**config.mk**
```make
export PLATFORM = sky130hd
export DESIGN_NAME = vx_writeback_commit_flat
export DESIGN_NICKNAME = d
export VERILOG_FILES = /design/src/rtl/vx_writeback_commit_if.sv /design/src/rtl/vx_writeback_commit.sv /design/src/flat_wrapper.sv
export SDC_FILE = /design/constraint.sdc
export NUM_CORES = 1
export LEC_CHECK = 0
export CAP_MARGIN = 20
export CORE_AREA = 2 2 379 381
export CTS_CLUSTER_SIZE = 16
export DETAILED_ROUTE_END_ITERATION = 8
export DIE_AREA = 0 0 381 383
export MAX_ROUTING_LAYER = met4
export SLEW_MARGIN = 40
export SYNTH_ARGS = -nofsm -noshare
export SYNTH_HDL_FRONTEND = slang
export SYNTH_SLANG_ARGS = --single-unit
```
**constraint.sdc**
```tcl
create_clock -name clk -period 6.62 [get_ports clk]
set_clock_uncertainty 0.15 [all_clocks]
set_input_delay 1.324 -clock clk [delete_from_list [all_inputs] [get_ports clk]]
set_output_delay 1.324 -clock clk [all_outputs]
set_load 0.005 [all_outputs]
```
**src/rtl/vx_writeback_commit_if.sv**
```systemverilog
// rtl/vx_writeback_commit_if.sv - execution-unit result bundle and writeback stream
interface vx_writeback_commit_if #(
   parameter int NUM_INPUTS  = 4,
   parameter int ISSUE_WIS_W = 2,
   parameter int NR_BITS     = 6,
   parameter int NUM_THREADS = 4,
   parameter int XLEN        = 32,
   parameter int PC_BITS     = 30,
   parameter int UUID_WIDTH  = 1
) ();
   localparam int SEL_W = $clog2(NUM_INPUTS);

   // result packets from the execution units, flattened per input
   logic [NUM_INPUTS-1:0]                  in_valid;
   logic [NUM_INPUTS-1:0]                  in_ready;
   logic [NUM_INPUTS*ISSUE_WIS_W-1:0]      in_wis;
   logic [NUM_INPUTS*NR_BITS-1:0]          in_rd;
   logic [NUM_INPUTS*NUM_THREADS-1:0]      in_tmask;
   logic [NUM_INPUTS*PC_BITS-1:0]          in_pc;
   logic [NUM_INPUTS*UUID_WIDTH-1:0]       in_uuid;
   logic [NUM_INPUTS-1:0]                  in_wb;
   logic [NUM_INPUTS-1:0]                  in_eop;
   logic [NUM_INPUTS*NUM_THREADS*XLEN-1:0] in_data;

   // merged writeback stream; the sink always accepts
   logic                                   wb_valid;
   logic [ISSUE_WIS_W-1:0]                 wb_wis;
   logic [NR_BITS-1:0]                     wb_rd;
   logic [NUM_THREADS-1:0]                 wb_tmask;
   logic [PC_BITS-1:0]                     wb_pc;
   logic [UUID_WIDTH-1:0]                  wb_uuid;
   logic                                   wb_eop;
   logic [NUM_THREADS*XLEN-1:0]            wb_data;
   logic [SEL_W-1:0]                       wb_sel;

   modport master (
      output in_valid, in_wis, in_rd, in_tmask, in_pc, in_uuid, in_wb, in_eop, in_data,
      input  in_ready,
      input  wb_valid, wb_wis, wb_rd, wb_tmask, wb_pc, wb_uuid, wb_eop, wb_data, wb_sel
   );

   modport slave (
      input  in_valid, in_wis, in_rd, in_tmask, in_pc, in_uuid, in_wb, in_eop, in_data,
      output in_ready,
      output wb_valid, wb_wis, wb_rd, wb_tmask, wb_pc, wb_uuid, wb_eop, wb_data, wb_sel
   );
endinterface

```
**src/rtl/vx_writeback_commit.sv**
```systemverilog
// rtl/vx_writeback_commit.sv - round-robin commit arbiter with multi-packet lock and perf counters
module vx_writeback_commit #(
   parameter int NUM_INPUTS    = 4,
   parameter int ISSUE_WIS_W   = 2,
   parameter int NR_BITS       = 6,
   parameter int NUM_THREADS   = 4,
   parameter int XLEN          = 32,
   parameter int PC_BITS       = 30,
   parameter int UUID_WIDTH    = 1,
   parameter int PERF_CTR_BITS = 44
) (
   input  logic                     clk,
   input  logic                     reset,
   vx_writeback_commit_if.slave     bus,
   output logic [PERF_CTR_BITS-1:0] perf_commits,
   output logic [PERF_CTR_BITS-1:0] perf_conflicts
);
   localparam int SEL_W = $clog2(NUM_INPUTS);
   localparam int CNT_W = $clog2(NUM_INPUTS + 1);
   localparam int DW    = NUM_THREADS * XLEN;

   logic [SEL_W-1:0]         rr_ptr_q, rr_ptr_d;
   logic                     lock_q, lock_d;
   logic [SEL_W-1:0]         lock_idx_q, lock_idx_d;
   logic                     wb_valid_q, wb_valid_d;
   logic [ISSUE_WIS_W-1:0]   wb_wis_q, wb_wis_d;
   logic [NR_BITS-1:0]       wb_rd_q, wb_rd_d;
   logic [NUM_THREADS-1:0]   wb_tmask_q, wb_tmask_d;
   logic [PC_BITS-1:0]       wb_pc_q, wb_pc_d;
   logic [UUID_WIDTH-1:0]    wb_uuid_q, wb_uuid_d;
   logic                     wb_eop_q, wb_eop_d;
   logic [DW-1:0]            wb_data_q, wb_data_d;
   logic [SEL_W-1:0]         wb_sel_q, wb_sel_d;
   logic [PERF_CTR_BITS-1:0] commits_q, commits_d;
   logic [PERF_CTR_BITS-1:0] conflicts_q, conflicts_d;

   logic [NUM_INPUTS-1:0]    cand;
   logic                     grant_valid;
   logic [SEL_W-1:0]         grant;
   logic [NUM_INPUTS-1:0]    grant_oh;
   logic [NUM_INPUTS-1:0]    ready;
   logic [CNT_W-1:0]         cand_cnt;
   logic [CNT_W-1:0]         eop_cnt;

   // pick one writeback candidate: the locked input, else first at/after rr_ptr
   always_comb begin
      int idx;
      cand        = bus.in_valid & bus.in_wb;
      grant_valid = 1'b0;
      grant       = '0;
      idx         = 0;
      if (lock_q) begin
         grant_valid = cand[lock_idx_q];
         grant       = lock_idx_q;
      end else begin
         // descending scan so the nearest input to rr_ptr is the last to assign
         for (int k = NUM_INPUTS - 1; k >= 0; k--) begin
            idx = int'(rr_ptr_q) + k;
            if (idx >= NUM_INPUTS) idx = idx - NUM_INPUTS;
            if (cand[SEL_W'(idx)]) begin
               grant_valid = 1'b1;
               grant       = SEL_W'(idx);
            end
         end
      end
   end

   // accept non-writeback packets freely, writeback packets only when granted
   always_comb begin
      grant_oh = '0;
      if (grant_valid) grant_oh[grant] = 1'b1;
      ready = reset ? (bus.in_valid & (~bus.in_wb | grant_oh)) : '0;
      cand_cnt = '0;
      eop_cnt  = '0;
      for (int i = 0; i < NUM_INPUTS; i++) begin
         cand_cnt = cand_cnt + CNT_W'(cand[i]);
         eop_cnt  = eop_cnt + CNT_W'(ready[i] & bus.in_eop[i]);
      end
   end

   // next state: lock/pointer update, output register load, perf counters
   always_comb begin
      int gi;
      gi          = int'(grant);
      rr_ptr_d    = rr_ptr_q;
      lock_d      = lock_q;
      lock_idx_d  = lock_idx_q;
      wb_valid_d  = grant_valid;
      wb_wis_d    = wb_wis_q;
      wb_rd_d     = wb_rd_q;
      wb_tmask_d  = wb_tmask_q;
      wb_pc_d     = wb_pc_q;
      wb_uuid_d   = wb_uuid_q;
      wb_eop_d    = wb_eop_q;
      wb_data_d   = wb_data_q;
      wb_sel_d    = wb_sel_q;
      commits_d   = commits_q + PERF_CTR_BITS'(eop_cnt);
      conflicts_d = conflicts_q + PERF_CTR_BITS'(cand_cnt >= CNT_W'(2));
      if (grant_valid) begin
         if (bus.in_eop[grant]) begin
            lock_d   = 1'b0;
            rr_ptr_d = (gi == NUM_INPUTS - 1) ? '0 : grant + SEL_W'(1);
         end else begin
            lock_d     = 1'b1;
            lock_idx_d = grant;
         end
         wb_wis_d   = bus.in_wis[gi*ISSUE_WIS_W +: ISSUE_WIS_W];
         wb_rd_d    = bus.in_rd[gi*NR_BITS +: NR_BITS];
         wb_tmask_d = bus.in_tmask[gi*NUM_THREADS +: NUM_THREADS];
         wb_pc_d    = bus.in_pc[gi*PC_BITS +: PC_BITS];
         wb_uuid_d  = bus.in_uuid[gi*UUID_WIDTH +: UUID_WIDTH];
         wb_eop_d   = bus.in_eop[grant];
         wb_data_d  = bus.in_data[gi*DW +: DW];
         wb_sel_d   = grant;
      end
   end

   // state registers with synchronous active-low reset
   always_ff @(posedge clk) begin
      if (!reset) begin
         rr_ptr_q    <= '0;
         lock_q      <= 1'b0;
         lock_idx_q  <= '0;
         wb_valid_q  <= 1'b0;
         wb_wis_q    <= '0;
         wb_rd_q     <= '0;
         wb_tmask_q  <= '0;
         wb_pc_q     <= '0;
         wb_uuid_q   <= '0;
         wb_eop_q    <= 1'b0;
         wb_data_q   <= '0;
         wb_sel_q    <= '0;
         commits_q   <= '0;
         conflicts_q <= '0;
      end else begin
         rr_ptr_q    <= rr_ptr_d;
         lock_q      <= lock_d;
         lock_idx_q  <= lock_idx_d;
         wb_valid_q  <= wb_valid_d;
         wb_wis_q    <= wb_wis_d;
         wb_rd_q     <= wb_rd_d;
         wb_tmask_q  <= wb_tmask_d;
         wb_pc_q     <= wb_pc_d;
         wb_uuid_q   <= wb_uuid_d;
         wb_eop_q    <= wb_eop_d;
         wb_data_q   <= wb_data_d;
         wb_sel_q    <= wb_sel_d;
         commits_q   <= commits_d;
         conflicts_q <= conflicts_d;
      end
   end

   assign bus.in_ready   = ready;
   assign bus.wb_valid   = wb_valid_q;
   assign bus.wb_wis     = wb_wis_q;
   assign bus.wb_rd      = wb_rd_q;
   assign bus.wb_tmask   = wb_tmask_q;
   assign bus.wb_pc      = wb_pc_q;
   assign bus.wb_uuid    = wb_uuid_q;
   assign bus.wb_eop     = wb_eop_q;
   assign bus.wb_data    = wb_data_q;
   assign bus.wb_sel     = wb_sel_q;
   assign perf_commits   = commits_q;
   assign perf_conflicts = conflicts_q;
endmodule

```
**src/flat_wrapper.sv**
```systemverilog
// flat-port wrapper written by rule: the top's interface ports become plain ports
module vx_writeback_commit_flat 
#(
   parameter int NUM_INPUTS    = 4,
   parameter int ISSUE_WIS_W   = 2,
   parameter int NR_BITS       = 6,
   parameter int NUM_THREADS   = 4,
   parameter int XLEN          = 32,
   parameter int PC_BITS       = 30,
   parameter int UUID_WIDTH    = 1,
   parameter int PERF_CTR_BITS = 44
)
  (clk, reset, perf_commits, perf_conflicts, bus_in_valid, bus_in_wis, bus_in_rd, bus_in_tmask, bus_in_pc, bus_in_uuid, bus_in_wb, bus_in_eop, bus_in_data, bus_in_ready, bus_wb_valid, bus_wb_wis, bus_wb_rd, bus_wb_tmask, bus_wb_pc, bus_wb_uuid, bus_wb_eop, bus_wb_data, bus_wb_sel);
  vx_writeback_commit_if #(.NUM_INPUTS(NUM_INPUTS), .ISSUE_WIS_W(ISSUE_WIS_W), .NR_BITS(NR_BITS), .NUM_THREADS(NUM_THREADS), .XLEN(XLEN), .PC_BITS(PC_BITS), .UUID_WIDTH(UUID_WIDTH)) bus_i ();
  input  logic clk;
  input  logic reset;
  output logic [PERF_CTR_BITS-1:0] perf_commits;
  output logic [PERF_CTR_BITS-1:0] perf_conflicts;
  input wire logic [$bits(bus_i.in_valid)-1:0] bus_in_valid;
  input wire logic [$bits(bus_i.in_wis)-1:0] bus_in_wis;
  input wire logic [$bits(bus_i.in_rd)-1:0] bus_in_rd;
  input wire logic [$bits(bus_i.in_tmask)-1:0] bus_in_tmask;
  input wire logic [$bits(bus_i.in_pc)-1:0] bus_in_pc;
  input wire logic [$bits(bus_i.in_uuid)-1:0] bus_in_uuid;
  input wire logic [$bits(bus_i.in_wb)-1:0] bus_in_wb;
  input wire logic [$bits(bus_i.in_eop)-1:0] bus_in_eop;
  input wire logic [$bits(bus_i.in_data)-1:0] bus_in_data;
  output wire logic [$bits(bus_i.in_ready)-1:0] bus_in_ready;
  output wire logic [$bits(bus_i.wb_valid)-1:0] bus_wb_valid;
  output wire logic [$bits(bus_i.wb_wis)-1:0] bus_wb_wis;
  output wire logic [$bits(bus_i.wb_rd)-1:0] bus_wb_rd;
  output wire logic [$bits(bus_i.wb_tmask)-1:0] bus_wb_tmask;
  output wire logic [$bits(bus_i.wb_pc)-1:0] bus_wb_pc;
  output wire logic [$bits(bus_i.wb_uuid)-1:0] bus_wb_uuid;
  output wire logic [$bits(bus_i.wb_eop)-1:0] bus_wb_eop;
  output wire logic [$bits(bus_i.wb_data)-1:0] bus_wb_data;
  output wire logic [$bits(bus_i.wb_sel)-1:0] bus_wb_sel;
  assign bus_i.in_valid = bus_in_valid;
  assign bus_i.in_wis = bus_in_wis;
  assign bus_i.in_rd = bus_in_rd;
  assign bus_i.in_tmask = bus_in_tmask;
  assign bus_i.in_pc = bus_in_pc;
  assign bus_i.in_uuid = bus_in_uuid;
  assign bus_i.in_wb = bus_in_wb;
  assign bus_i.in_eop = bus_in_eop;
  assign bus_i.in_data = bus_in_data;
  assign bus_in_ready = bus_i.in_ready;
  assign bus_wb_valid = bus_i.wb_valid;
  assign bus_wb_wis = bus_i.wb_wis;
  assign bus_wb_rd = bus_i.wb_rd;
  assign bus_wb_tmask = bus_i.wb_tmask;
  assign bus_wb_pc = bus_i.wb_pc;
  assign bus_wb_uuid = bus_i.wb_uuid;
  assign bus_wb_eop = bus_i.wb_eop;
  assign bus_wb_data = bus_i.wb_data;
  assign bus_wb_sel = bus_i.wb_sel;
  vx_writeback_commit #(.NUM_INPUTS(NUM_INPUTS), .ISSUE_WIS_W(ISSUE_WIS_W), .NR_BITS(NR_BITS), .NUM_THREADS(NUM_THREADS), .XLEN(XLEN), .PC_BITS(PC_BITS), .UUID_WIDTH(UUID_WIDTH), .PERF_CTR_BITS(PERF_CTR_BITS)) u_core (.clk(clk), .reset(reset), .bus(bus_i), .perf_commits(perf_commits), .perf_conflicts(perf_conflicts));
endmodule
```
==> flow_metrics.py <==
metrics = {
    "run_status": {
        "status": "finished clean",
    },
    "sta": {
        "hold_violations": 0,
        "hold_ws_ps": 312,
        "final.setup.tns_ps": 0,
        "postLayoutSetupSlackWorst_ps": 886,
        "setup_viol": 0,
        "slew-limit-headroom_pct": 37.1,
        "rsz0062_at_grt": "false",
        "period_minus_slack_ps": 5730,
        "finalCritPeriodShare_pct": 86.6,
        "fmax_mhz": 174,
        "tightest_slew_ps": 943,
        "maxSlewViolCount": 0,
    },
    "clock_tree": {
        "clock-sinks": 268,
        "holdBufCountCts": 0,
        "cts_buffer_depth": 3,
        "cts_setup_buffers": 0,
        "cts_buffers": 36,
        "cts_resized": 0,
        "clock-root-buffer": "clkbuf_16",
        "clk_latency_ps": 570,
        "clk_pin_slew_worst_paths_ps": 50,
        "cts_tree": "done",
        "h-tree-depth": 2,
    },
    "layout": {
        "finalInstanceArea_um2": 28100,
        "final_cell_mix": "clkdlybuf4s50_1, nand2_1, mux2i_1",
        "num-fill-cells": 15911,
        "final_nets": 3288,
        "layout-drive-gt1-share_pct": 4.18,
        "final_core_util_pct": 19.7,
        "final_common_cell": "clkdlybuf4s50_1",
        "fin_cells": 4518,
        "area_delta_synth_final_pct": 86.0,
    },
    "critical_path": {
        "worst_setup_path_end_kind": "flop",
        "worst_setup_path_start_kind": "input port",
        "reg2reg_setup_slack_ps": 1950,
        "cp_max_fo": 17,
        "cpMostUsedCell": "ha_1",
        "crit_buf_inv": 3,
        "cp.required_ps": 6980,
        "path_class": "in2reg",
        "cpPeakStageDelay_ps": 630,
        "cp_data_arrival_time_ps": 6100,
        "path_depth": 18,
        "crit_chain": "clkdlybuf4s50_1, a22o_1, nand3_1, o211ai_1, inv_1, o31ai_1, and4_1, fa_1, ha_1, ha_1, ha_1, a21o_1, a21oi_1, nor3b_2, buf_4, nand4_1, or4_1, nand2_1",
        "cp_slowest_cell": "clkdlybuf4s50_1",
        "rr_worst_depth": 16,
        "critPathTopFamily": "simple AND/OR/NAND/NOR gates",
    },
    "detailed_routing": {
        "wl_per_cell_um": 19.9,
        "vias_per_cell": 3.70,
        "route.detailed.drc": 0,
        "drt_pass1_iterations": 5,
        "wl_mm": 90.1,
        "antenna_left": 0,
        "vias": 16708,
        "drt-initial-drc-count": 880,
    },
    "synth": {
        "async_reset_ff_share_pct": 0,
        "ys_seq_elements": 268,
        "synth_edf_count": 0,
        "syn_area_per_cell_um2": 8.99,
        "synthCells": 1679,
        "ys_types": 55,
        "syn_nets": 2387,
        "ys_seq_area_share_pct": 35.5,
        "yosysWarnings": 0,
        "netlist_area_um2": 15100,
        "synthFlopType": "dfxtp_1",
    },
    "worst_hold_path": {
        "min_path_cells": 1,
        "hold_path_class": "reg2reg",
    },
    "power": {
        "p_clk_share_pct": 28.2,
        "pwr-share-comb_pct": 43.3,
        "p_leak_nw": 9.83,
        "ir_worst_vdd_v": 0.000246,
        "p_per_area_nw_per_um2": 265,
        "power_frac_seq_pct": 28.5,
        "p_int_mw": 4.80,
        "switchingPower_mw": 2.65,
        "power_mw": 7.45,
        "switching_share_pct": 35.6,
    },
    "die": {
        "start_util_pct": 10.6,
        "die_x_um": 381,
        "die_h_um": 383,
        "die_area_um2": 146000,
        "core_area_um2": 142000,
        "ios": 965,
        "rows": 139,
    },
    "placed_design": {
        "placed_cell_area_um2": 26800,
        "io_buffers": 964,
        "dp_hpwl_mm": 74.4,
        "dpl_worst_slack_ps": 405,
        "place_inst": 4444,
        "globalplace.congestion": 0.907,
    },
    "global_route": {
        "antenna_found_initial": 20,
        "grt_pass1_vias": 16136,
        "grt_pass1_wl_mm": 122,
        "grt_usage_pct": 11.9,
        "grt_max_degree": 112,
        "grt_overflow_total": 0,
    },
    "run": {
        "maxCapViolCount": 0,
    },
}
[kinds of logic (layout without fill, tap and decap cells)]
family                   count (synthesis)  in the layout  synth area share (%)
AND/OR/NAND/NOR                        611            611                  17.8
buffers and inverters                  140           1067                  4.66
multiplexers                           350            350                  23.2
other                                    0              9                     0
flip-flops                             268            268                  35.5
XOR/XNOR                                70             70                  4.06
adder cells (fa/ha/maj)                 10             10                 0.928
AO/OA/AOI/OAI                          230            230                  13.8
[state kept, by name, summed over array words and instances, names as in the netlist]
| name | cells |
|---|---|
| u_core.perf_commits | 44 |
| u_core.bus.wb_eop | 1 |
| u_core.bus.wb_tmask | 4 |
| u_core.bus.wb_uuid | 1 |
| u_core.bus.wb_data | 128 |
| u_core.lock_idx_q | 2 |
| u_core.bus.wb_sel | 2 |
| u_core.rr_ptr_q | 2 |
| u_core.bus.wb_pc | 30 |
| u_core.bus.wb_valid | 1 |
| u_core.perf_conflicts | 44 |
| u_core.lock_q | 1 |
| u_core.bus.wb_rd | 6 |
| u_core.bus.wb_wis | 2 |
[cell usage after synthesis, types with 3 or more instances]
library cell,n,share of area (%)
nand2_1,391,9.7
xor2_1,46,2.7
ha_1,8,0.66
a32o_1,172,11
a21oi_1,20,0.66
o211ai_1,3,0.15
inv_1,6,0.15
and3_1,16,0.66
mux2i_1,348,23
or3_1,10,0.41
nand3_1,41,1.4
nand3b_1,4,0.20
a21o_1,3,0.15
clkbuf_1,50,1.2
or4_1,3,0.15
a211oi_1,4,0.20
buf_4,31,1.5
nand4_1,18,0.75
nor4_1,4,0.17
nor2_1,77,1.9
and2_1,12,0.50
and4_1,14,0.81
dfxtp_1,268,36
nor3_1,7,0.23
buf_1,8,0.20
buf_2,43,1.4
xnor2_1,24,1.4
o31ai_1,3,0.15
o21ai_0,14,0.46
[per-layer routing]
metal | vias to the layer above | wire [um] | track usage [%]
li1 | 7944 | - | -
met1 | 8029 | 37400 | 14.1
met2 | 644 | 43500 | 19.6
met3 | 91 | 7280 | 3.69
met4 | 0 | 1920 | 3.08
met5 | - | 0 | -
[cell type report]
class                           count  area, um2  share of cell area [%]
Timing Repair Buffer              996       9970                    35.5
Clock buffer                       47        993                    3.54
Clock inverter                     17        228                   0.811
Inverter                            7       26.3                  0.0936
Tap cell                         1903       2380                    8.48
Antenna cell                        9       22.5                  0.0802
Multi-Input combinational cell   1271       9090                    32.4
Sequential cell                   268       5370                    19.1
[power by group through the flow]
stage	sequential (mW)	combinational (mW)	clock, mW
after CTS	2.13	3.32	2.20
final	2.13	3.23	2.10
after global placement	2.15	3.29	0
after global routing	2.16	3.48	2.24
after detailed placement	2.16	3.31	0
after floorplan	2.14	1.51	0
[final timing paths]
kind | endpoint | from
setup / recovery | u_core.perf_commits[41] | bus_in_wb[1]
hold / removal | u_core.bus.wb_data[103] | u_core.bus.wb_data[103]
setup reg to reg | u_core.perf_commits[41] | u_core.rr_ptr_q[1]
hold reg to reg | u_core.bus.wb_data[103] | u_core.bus.wb_data[103]
Power figures use the tool's default switching activity.
